## src/rtl/sram_req_arbiter.sv

```systemverilog
// sram_req_arbiter: puts the instruction-fetch and data-access requesters onto
// one SRAM-like memory port, with one transaction in flight at a time.
// Data accesses win ties. Fetch is forced through once it has lost
// STARVE_LIMIT consecutive ties.
//
// state | meaning
// ------+------------------------------------------------------------------
// IDLE  | no transaction in flight; grant evaluated combinationally
// REQ   | mem_req high with latched payload, waiting for mem_addr_ok
// WAIT  | address accepted, waiting for mem_data_ok to complete to owner
module sram_req_arbiter #(
    parameter int STARVE_LIMIT = 4
) (
    input  logic        clk,
    input  logic        reset,

    input  logic        inst_req,
    input  logic [31:0] inst_addr,
    input  logic [1:0]  inst_size,
    output logic        inst_addr_ok,
    output logic        inst_data_ok,
    output logic [31:0] inst_rdata,

    input  logic        data_req,
    input  logic        data_wr,
    input  logic [1:0]  data_size,
    input  logic [3:0]  data_wstrb,
    input  logic [31:0] data_addr,
    input  logic [31:0] data_wdata,
    output logic        data_addr_ok,
    output logic        data_data_ok,
    output logic [31:0] data_rdata,

    output logic        mem_req,
    output logic        mem_wr,
    output logic [1:0]  mem_size,
    output logic [3:0]  mem_wstrb,
    output logic [31:0] mem_addr,
    output logic [31:0] mem_wdata,
    input  logic        mem_addr_ok,
    input  logic        mem_data_ok,
    input  logic [31:0] mem_rdata
);

    localparam int CNT_W = $clog2(STARVE_LIMIT + 1);
    localparam logic [CNT_W-1:0] CNT_MAX = CNT_W'(STARVE_LIMIT);

    typedef enum logic [1:0] {
        IDLE = 2'd0,
        REQ  = 2'd1,
        WAIT = 2'd2
    } state_t;

    state_t           state, state_nxt;
    logic             owner, owner_nxt;
    logic [CNT_W-1:0] starve_cnt, starve_nxt;

    logic             lat_wr;
    logic [1:0]       lat_size;
    logic [3:0]       lat_wstrb;
    logic [31:0]      lat_addr;
    logic [31:0]      lat_wdata;

    logic             pay_wr;
    logic [1:0]       pay_size;
    logic [3:0]       pay_wstrb;
    logic [31:0]      pay_addr;
    logic [31:0]      pay_wdata;

    logic             grant_inst;
    logic             grant_data;
    logic             load;
    logic             complete;

    // Grant selection, starvation accounting and transaction sequencing.
    always_comb begin
        state_nxt  = state;
        owner_nxt  = owner;
        starve_nxt = starve_cnt;
        grant_inst = 1'b0;
        grant_data = 1'b0;
        load       = 1'b0;
        complete   = 1'b0;
        case (state)
            IDLE: begin
                grant_inst = inst_req && (!data_req || (starve_cnt == CNT_MAX));
                grant_data = data_req && !grant_inst;
                if (grant_inst || grant_data) begin
                    load      = 1'b1;
                    owner_nxt = grant_data;
                    state_nxt = REQ;
                    // Only a data grant that leaves fetch waiting counts
                    // toward starvation; anything else starts over.
                    if (grant_data && inst_req) begin
                        starve_nxt = (starve_cnt == CNT_MAX) ? starve_cnt
                                                             : starve_cnt + CNT_W'(1);
                    end else begin
                        starve_nxt = '0;
                    end
                end
            end
            REQ: begin
                if (mem_addr_ok) begin
                    if (mem_data_ok) begin
                        complete  = 1'b1;
                        state_nxt = IDLE;
                    end else begin
                        state_nxt = WAIT;
                    end
                end
            end
            WAIT: begin
                if (mem_data_ok) begin
                    complete  = 1'b1;
                    state_nxt = IDLE;
                end
            end
            default: begin
                state_nxt = IDLE;
            end
        endcase
    end

    // Payload of the granted requester; fetch is always a plain read.
    always_comb begin
        pay_wr    = 1'b0;
        pay_size  = inst_size;
        pay_wstrb = 4'b0000;
        pay_addr  = inst_addr;
        pay_wdata = 32'h0;
        if (grant_data) begin
            pay_wr    = data_wr;
            pay_size  = data_size;
            pay_wstrb = data_wstrb;
            pay_addr  = data_addr;
            pay_wdata = data_wdata;
        end
    end

    // State, owner, starvation count and latched payload registers.
    always_ff @(posedge clk) begin
        if (reset) begin
            state      <= IDLE;
            owner      <= 1'b0;
            starve_cnt <= '0;
            lat_wr     <= 1'b0;
            lat_size   <= 2'b00;
            lat_wstrb  <= 4'b0000;
            lat_addr   <= 32'h0;
            lat_wdata  <= 32'h0;
        end else begin
            state      <= state_nxt;
            owner      <= owner_nxt;
            starve_cnt <= starve_nxt;
            if (load) begin
                lat_wr    <= pay_wr;
                lat_size  <= pay_size;
                lat_wstrb <= pay_wstrb;
                lat_addr  <= pay_addr;
                lat_wdata <= pay_wdata;
            end
        end
    end

    // Requester-side handshakes; completion goes only to the owner.
    always_comb begin
        inst_addr_ok = grant_inst;
        data_addr_ok = grant_data;
        inst_data_ok = complete && !owner;
        data_data_ok = complete && owner;
        inst_rdata   = mem_rdata;
        data_rdata   = mem_rdata;
    end

    // Memory-side request; fields held from the latch so they stay stable.
    always_comb begin
        mem_req   = (state == REQ);
        mem_wr    = lat_wr;
        mem_size  = lat_size;
        mem_wstrb = lat_wstrb;
        mem_addr  = lat_addr;
        mem_wdata = lat_wdata;
    end

endmodule
```

## config.mk

```make
export PLATFORM = sky130hd
export DESIGN_NAME = sram_req_arbiter
export DESIGN_NICKNAME = d
export VERILOG_FILES = /design/src/rtl/sram_req_arbiter.sv
export SDC_FILE = /design/constraint.sdc
export NUM_CORES = 1
export LEC_CHECK = 0
export BUFFER_PORTS_ARGS = -buffer_cell sky130_fd_sc_hd__buf_2
export CAP_MARGIN = 0
export CORE_MARGIN = 10
export CORE_UTILIZATION = 41
export DETAILED_ROUTE_END_ITERATION = 12
export PLACE_DENSITY = 0.93
export SYNTH_ARGS = -nofsm -noshare
export SYNTH_HDL_FRONTEND = slang
export SYNTH_SLANG_ARGS = --single-unit
```

## constraint.sdc

```tcl
create_clock -name clk -period 2.03 [get_ports clk]
set_input_delay 0.1015 -clock clk [delete_from_list [all_inputs] [get_ports clk]]
set_output_delay 0.1015 -clock clk [all_outputs]
set_load 0.005 [all_outputs]
```

After elaboration in Yosys (flattened, before gate mapping)
Index checks and enable logic that the tools add are counted.
{"block": "word_totals", "in_bits": 143, "word_cells": 49, "ff_bits": 77}
{"block": "classes", "addsub": 1, "n_reduce_logical": 14, "n_eq_ne": 7, "mux": 19}
{"operator": "32-bit two-way mux", "count": 2}
{"operator": "2-bit two-way mux", "count": 5}
{"operator": "1-bit two-way mux", "count": 7}
{"operator": "3-bit two-way mux", "count": 2}
{"operator": "2-bit inequality test, second input constant", "count": 3}
{"operator": "2-bit case mux with 3 select lines", "count": 1}
{"operator": "3-bit AND reduction", "count": 2}
{"operator": "1-bit logical AND", "count": 5}
{"operator": "4-bit two-way mux", "count": 1}
{"operator": "3-bit by 1-bit adder with 3-bit output, second input constant", "count": 1}
{"operator": "3-bit == test, second input constant", "count": 1}
{"operator": "1-bit zero test", "count": 3}
{"operator": "2-bit by 1-bit == test with 1-bit output, second input constant", "count": 1}
{"operator": "2-bit == test, second input constant", "count": 1}
{"operator": "2-bit zero test", "count": 1}
{"operator": "1-bit logical OR", "count": 2}
{"operator": "2-bit by 1-bit inequality test with 1-bit output, second input constant", "count": 1}
{"operator": "1-bit case mux with 2 select lines", "count": 1}
{"operator": "2-bit AND reduction", "count": 1}

Depth between registers and ports, before layout
Gate-level depths: netlist of the first run.
{"block": "logic_depth", "depth_word": 8, "ltp_mapped": 7, "ltp_nobuf": 5}

Least setup slack after synthesis of the first run
No wires, ideal clock.
{"block": "synth_path", "kind": "register to register", "startpoint": "register state[1]", "endpoint": "register state[1]", "path_buffers": 0, "required_ns": 1.959, "t_arrival_ns": 1.387, "path_stages_with_launch": 6, "setup_time_ns": 0.071, "slack_ns": 0.572, "period_less_slack_ns": 1.458, "cell_sequence": "dfxtp_1 -> inv_1 -> ha_1 -> nor2b_1 -> or4_1 -> a21oi_1"}
{"block": "synth_between", "elab_chain_len": 3, "elab_cells_between_ends": 8, "classes_between": "eq/ne: 5; mux: 1; reduce/logical: 2"}
{"element": "start, declared", "line_no": "54", "source": "state_t state, state_nxt;"}
{"element": "start signal, assigned", "line_no": "152", "source": "state <= state_nxt;"}
{"element": "2-bit by 1-bit == test with 1-bit output *"}
{"element": "net mem_req", "line_no": "34", "source": "output logic mem_req,"}
{"element": "2-bit by 1-bit inequality test with 1-bit output (no line)"}
{"element": "3-bit AND reduction (no line)"}
Mark *: on every way through the listed nets, which the timed path passes. The rest lies on a longest branch.
A chain may end at the register's enable or synchronous reset.

Worst setup path after layout of the first run
{"block": "layout_path", "startpoint": "register state[0]", "endpoint": "register lat_addr[4], in the netlist mem_addr[4]"}
{"block": "layout_between", "elab_chain_len": 3, "elab_cells_between_ends": 4, "classes_between": "mux: 3; reduce/logical: 1"}
{"element": "2-bit zero test *", "line_no": "84", "source": "case (state)"}
{"element": "1-bit two-way mux", "line_no": "84"}
{"element": "32-bit two-way mux", "line_no": "131", "source": "if (grant_data) begin"}
{"element": "end signal, assigned", "line_no": "159", "source": "lat_addr <= pay_addr;"}
{"element": "end, declared", "line_no": "61", "source": "logic [31:0] lat_addr;"}
Mark *: on every way between the ends. The rest lies on a longest branch, timed or not.

==> flow_summary.yaml, run 1 <==
worst_setup_path:
  cp_max_fo: 72
  max_stage_delay_ns: 0.34
  cp.arrival_ns: 2.12
  critPathRequiredTime_ns: 2.27
  crit_slowest_cell: "dfxtp_1"
  critPathCaptureType: "flop"
  crit_path_start_kind: "flop"
  timing.critical_path.cells: "inv_1 -> ha_1 -> and2_2 -> buf_12 -> nand3_1 -> a311oi_1"
  critical_path_class: "reg -> reg"
finish:
  drive_gt1_share_pct: 38.73
  antenna_cells: 0
  fin_util_pct: 49.58
  final_nets: 693
  area_growth_pct: 19.43
  final_area_sq_mm: 0.004538
routing:
  post_drt_wl_per_cell_um: 18.35
  vias: 3674
  drt_iter0_drc: 416
  drtPass1Iterations: 7
  drc: 0
  totalWireLength_um: 12130
  ant_nets: 0
  via_per_inst: 5.558
power:
  power_density_mw_per_mm2: 844.5
  ir_drop_mv: 0.3659
  p_total_mw: 3.833
  leakage_nw: 2.064
logic_synthesis:
  synth_area_leaders: "dfxtp_1 41%, buf_4 14%, a32oi_1 8.5%"
  yosysSeqAreaShare_pct: 40.57
  synth_top_area_share_pct: 40.57
  syn_area_sq_mm: 0.003800
  synth.distinct_cells: 35
  synth_area_leader_cell: "dfxtp_1"
  yosysWarnings: 0
  synth-seq-cells: 77
  synthCells: 439
  syn_nets: 587
  postSynthAreaPerCell_sq_um: 8.656
grt:
  grt_max_degree: 73
  grt_overflow_total: 0
  antenna_found_initial: 0
  grt_pass1_wl_um: 18290
  grt_pass1_vias: 3623
  grt_usage_pct: 16.52
sta:
  fin_skew_ns: 0.01510
  max_freq_mhz: 531.2
  worstMarginPinSlew_ns: 0.4023
  maxSlewViolCount: 0
  slew_headroom_pct: 73.18
  hold_viol: 0
  post-route-period-util_pct: 92.73
  finalCriticalPeriod_ns: 1.882
  fin_setup_tns_ns: 0
  rsz0062_at_grt: "no"
  report.final.setup_viol: 0
run:
  maxCapViolCount: 0
clock_network:
  h-tree-depth: 3
  clockBufferDepth: 2
  post-cts-setup-buffers: 0
  clock-root-buffer: "clkbuf_8"
  path_clk_slew_ns: 0.09
  cts_tree: "built"
  cts.sinks: 77
  clk_latency_ns: 0.34
  cts_buffers: 9
placement:
  hpwl_um: 8622
  place_area_sq_mm: 0.004230
  io_buffers: 186
  place_congestion: 0.7500
worst_hold_path:
  hold_class: "in -> reg"
run_status:
  status: "completed"
floorplanning:
  start_util_pct: 41.52
  die_x_um: 116.3
  pin_count: 283
  rows: 35
  die-height_um: 116.3
  core_sq_mm: 0.009153
  die_area_sq_mm: 0.01352
[flip-flops by register name, summed over array words and instances, names as in the netlist]
register    cells
mem_addr       32
mem_size        2
mem_wdata      32
mem_wr          1
mem_wstrb       4
owner           1
starve_cnt      3
state           2
[stage by stage]
step	std cells	hold slack [ns]	worst slack (ns)
after floorplan	439	0.2685	0.5720
after global placement	634	0.2031	0.3226
after detailed placement	634	0.2031	0.1792
after CTS	661	0.00004477	0.06580
after global routing	661	0.003155	0.03551
final	661	0.01531	0.1476
[layout make-up]
type / count / area [sq um]
Tap cell: 111 / 138.9
Fill cell: 845 / 4614
Inverter: 4 / 15.01
Multi-Input combinational cell: 249 / 1519
Timing Repair Buffer: 204 / 1131
Clock buffer: 11 / 131.4
Sequential cell: 77 / 1541
Clock inverter: 5 / 61.31
[report_power, final]
group	leakage, nW	switching [mW]	total [mW]	internal (mW)
Combinational	1.34	0.498	0.911	0.413
Clock	0.0858	0.590	1.16	0.572
Sequential	0.635	0.0852	1.76	1.67
Total	2.06	1.17	3.83	2.66
[per-layer routing]
metal  vias up  track usage [%]  wire length (um)
li1       1736                -                 -
met1      1682            16.80              4393
met2       235            28.66              5902
met3        21            8.423              1633
met4         0            5.588               200
met5         -                0                 0
[critical path, delay by kind of cell (launching register included)]
kind	cells	cell delay (ns)
adder cells (fa/ha/maj)	1	0.33
AO/OA/AOI/OAI	1	0.32
buffers and inverters	2	0.38
flip-flops	1	0.34
AND/OR/NAND/NOR	2	0.37
[cells in the final DEF (no fill, tap or decap), types with 8 or more instances in the layout]
| cell | n |
|---|---|
| dlygate4sd3_1 | 11 |
| clkbuf_8 | 9 |
| a311oi_1 | 34 |
| nand3_1 | 34 |
| buf_2 | 186 |
| o21ai_0 | 26 |
| dfxtp_1 | 77 |
| o21ai_1 | 8 |
| a32oi_1 | 37 |
| nor2_1 | 73 |
[worst paths after layout]
path / from / to / slack (ns) / depth (start not counted)
max: state[0] / mem_addr[4] / 0.15 / 6
min: data_wdata[19] / mem_wdata[19] / 0.02 / 3
max reg2reg: state[0] / mem_addr[4] / 0.15 / 6
min reg2reg: mem_wdata[8] / mem_wdata[8] / 0.49 / 2
[cells in the mapped netlist (all sizes together)]
library cell,instances
a31oi,1
xor2,1
o31ai,1
dfxtp,77
o21ba,1
a311oi,34
and2,1
o21a,1
o21ai,35
nor2b,2
nand2,4
buf,89
o31a,1
nand2b,1
or4,1
xnor2,1
nand3,35
inv,4
nor2,73
o211ai,1
a22oi,1
clkbuf,20
and3,1
a21oi,3
nor3b,2
nor3,5
mux2i,1
a32oi,37
ha,5
[repair_timing]
action / CTS / global route
hold buffers: 11 / 0
resized for setup: 0 / 1
setup endpoints to repair: 0 / 2
endpoints found under the hold margin: 11 / 0
[cells by family (layout without fill, tap and decap cells)]
logic type	Yosys count	count (layout)	synth area share, %
AOI/OAI and AO/OA	116	116	22.82
and+or+nand+nor	125	125	14.49
muxes	1	1	0.2634
adders and majority gates	5	5	1.646
buffers and inverters	113	224	19.76
xor gates and xnor gates	2	2	0.4611
DFF	77	77	40.57
Note: power is estimated with default switching activity, not from simulation.
==> run 2, diff against run 1 <==
Clock period 2.03 ns to 1.8 ns, I/O delays scaled along.
==> run 2 against run 1 <==
  * First-iteration DRC count fell by 16%
  * Utilization rose by 0.93 points
  * Register-to-register slack improved by 0.02 ns
  * Sequential share of layout area fell by 0.63 points
  * Die area did not move
  * Combinational power rose by 16%
  * Highest routed layer unchanged
  * Sequential power rose by 12%
  * Wire length rose by 0.73%
  * Global-route usage rose by 0.40 points
  * Non-clock buffer count rose by 6
  * Clock-buffer cell count fell by 1
==> flow_summary.yaml, run 2 (synthesized netlist as in run 1, its figures left out) <==
clock_network:
  cts_buffers: 9
  cts.sinks: 77
  path_clk_slew_ns: 0.08
  cts_tree: "built"
  clk_latency_ns: 0.34
  clock-root-buffer: "clkbuf_8"
  h-tree-depth: 3
  clockBufferDepth: 2
worst_setup_path:
  timing.critical_path.cells: "inv_1 -> ha_1 -> and3_1 -> buf_12 -> nor2_1 -> buf_2"
  r2r_cells: 5
  critPathRequiredTime_ns: 1.71
  cp_max_fo: 35
  crit_path_start_kind: "flop"
  critPathCaptureType: "output pin"
  cp.arrival_ns: 1.55
  crit_slowest_cell: "dfxtp_1"
  critical_path_class: "reg -> out"
  max_stage_delay_ns: 0.37
run:
  maxCapViolCount: 0
grt:
  grt_overflow_total: 0
  grt_pass1_vias: 3728
  grt_pass1_wl_um: 18770
  grt_max_degree: 71
  antenna_found_initial: 0
  grt_usage_pct: 16.92
power:
  p_sw_mw: 1.279
  clkPwrFrac_pct: 29.1
  internal_power_mw: 3.017
  leakage_nw: 2.109
  ir_drop_mv: 0.4858
  switching_share_pct: 29.78
  power_density_mw_per_mm2: 929.2
  p_seq_share_pct: 46.2
  comb_power_share_pct: 24.8
floorplanning:
  die_area_sq_mm: 0.01352
  core_sq_mm: 0.009153
  die_x_um: 116.3
  rows: 35
  start_util_pct: 41.52
  pin_count: 283
  die-height_um: 116.3
finish:
  stdcell_count: 666
  area_growth_pct: 21.67
  final_nets: 699
  final_common_cell: "buf_2"
  antenna_cells: 0
  mostFrequentLayoutCells: "186 x buf_2, 77 x dfxtp_1, 73 x nor2_1"
  regArea_sq_mm: 0.001541
  drive_gt1_share_pct: 39.28
  fillers: 815
  multi_input_area_sq_mm: 0.001516
routing:
  drt_iter0_drc: 348
  vias: 3713
  via_per_inst: 5.575
  drtPass1Iterations: 5
  drc: 0
  ant_nets: 0
  post_drt_wl_per_cell_um: 18.34
  totalWireLength_um: 12220
sta:
  finalCriticalPeriod_ns: 1.640
  maxSlewViolCount: 0
  worstMarginPinSlew_ns: 0.4140
  fin_skew_ns: 0.009830
  report.final.setup_viol: 0
  max_freq_mhz: 609.6
  slew_headroom_pct: 72.34
  fin_setup_tns_ns: 0
  post-route-period-util_pct: 91.14
  hold_viol: 0
  rsz0062_at_grt: "no"
run_status:
  status: "completed"
placement:
  io_buffers: 186
  dp_cells: 638
  place_congestion: 0.7556
  hpwl_um: 8944
worst_hold_path:
  holdPathStages: 3
  hold_class: "in -> reg"
run 2: worst paths after layout:
| check | slack (ns) | startpoint | to |
|---|---|---|---|
| setup / recovery | 0.16 | starve_cnt[0] | data_addr_ok |
| hold / removal | 0.02 | data_wstrb[2] | mem_wstrb[2] |
| setup reg to reg | 0.17 | state[1] | state[1] |
| hold reg to reg | 0.49 | mem_addr[18] | mem_addr[18] |
run 2: power by group through the flow:
stage	Sequential (mW)	Clock, mW	Combinational (mW)
after floorplan	2.03	0	0.699
after global placement	2.01	0	0.999
after detailed placement	2.02	0	1.05
after CTS	1.98	1.31	1.07
after global routing	2.01	1.38	1.19
final	1.98	1.25	1.06
run 2: timing repair:
action / 4_1_cts / 5_1_grt
hold endpoints to repair: 13 / 0
endpoints found under the setup margin: 0 / 11
hold buffers: 13 / 0
gates resized for setup: 0 / 1
setup buffers: 0 / 0
run 2: cell type report:
class                      instances  share of cell area, %
clock buffer                      10                  2.760
clock inverter                     5                  1.137
inverter                           4                 0.3248
multi-input combinational        249                  32.80
sequential                        77                  33.34
tap                              111                  3.004
timing repair buffer             210                  26.63
run 2: stage by stage:
step                utilization, %  hold WS [ns]  worst slack [ns]  area, sq um  total power, mW
global route                 50.51      0.001589          0.009272         4623            4.574
detailed placement           47.10        0.1801            0.1473         4310            3.071
global placement             47.10        0.1801            0.2626         4310            3.010
finish                       50.51       0.02051            0.1595         4623            4.296
floorplan                        -        0.2570            0.3420         3800            2.733
CTS                          50.49     0.0001294            0.1178         4621            4.363
run 2: metal layers:
layer / global-route usage, % / vias up / wire (um)
li1: - / 1748 / -
met1: 17.71 / 1715 / 4501
met2: 29.37 / 224 / 6019
met3: 7.704 / 26 / 1438
met4: 5.755 / 0 / 257
met5: 0 / - / 0
run 2: critical path: cells and delay by family (launching register included):
family	cells	cell delay [ns]
adders and majority gates	1	0.22
buffers and inverters	3	0.35
and+or+nand+nor	2	0.29
DFF	1	0.37
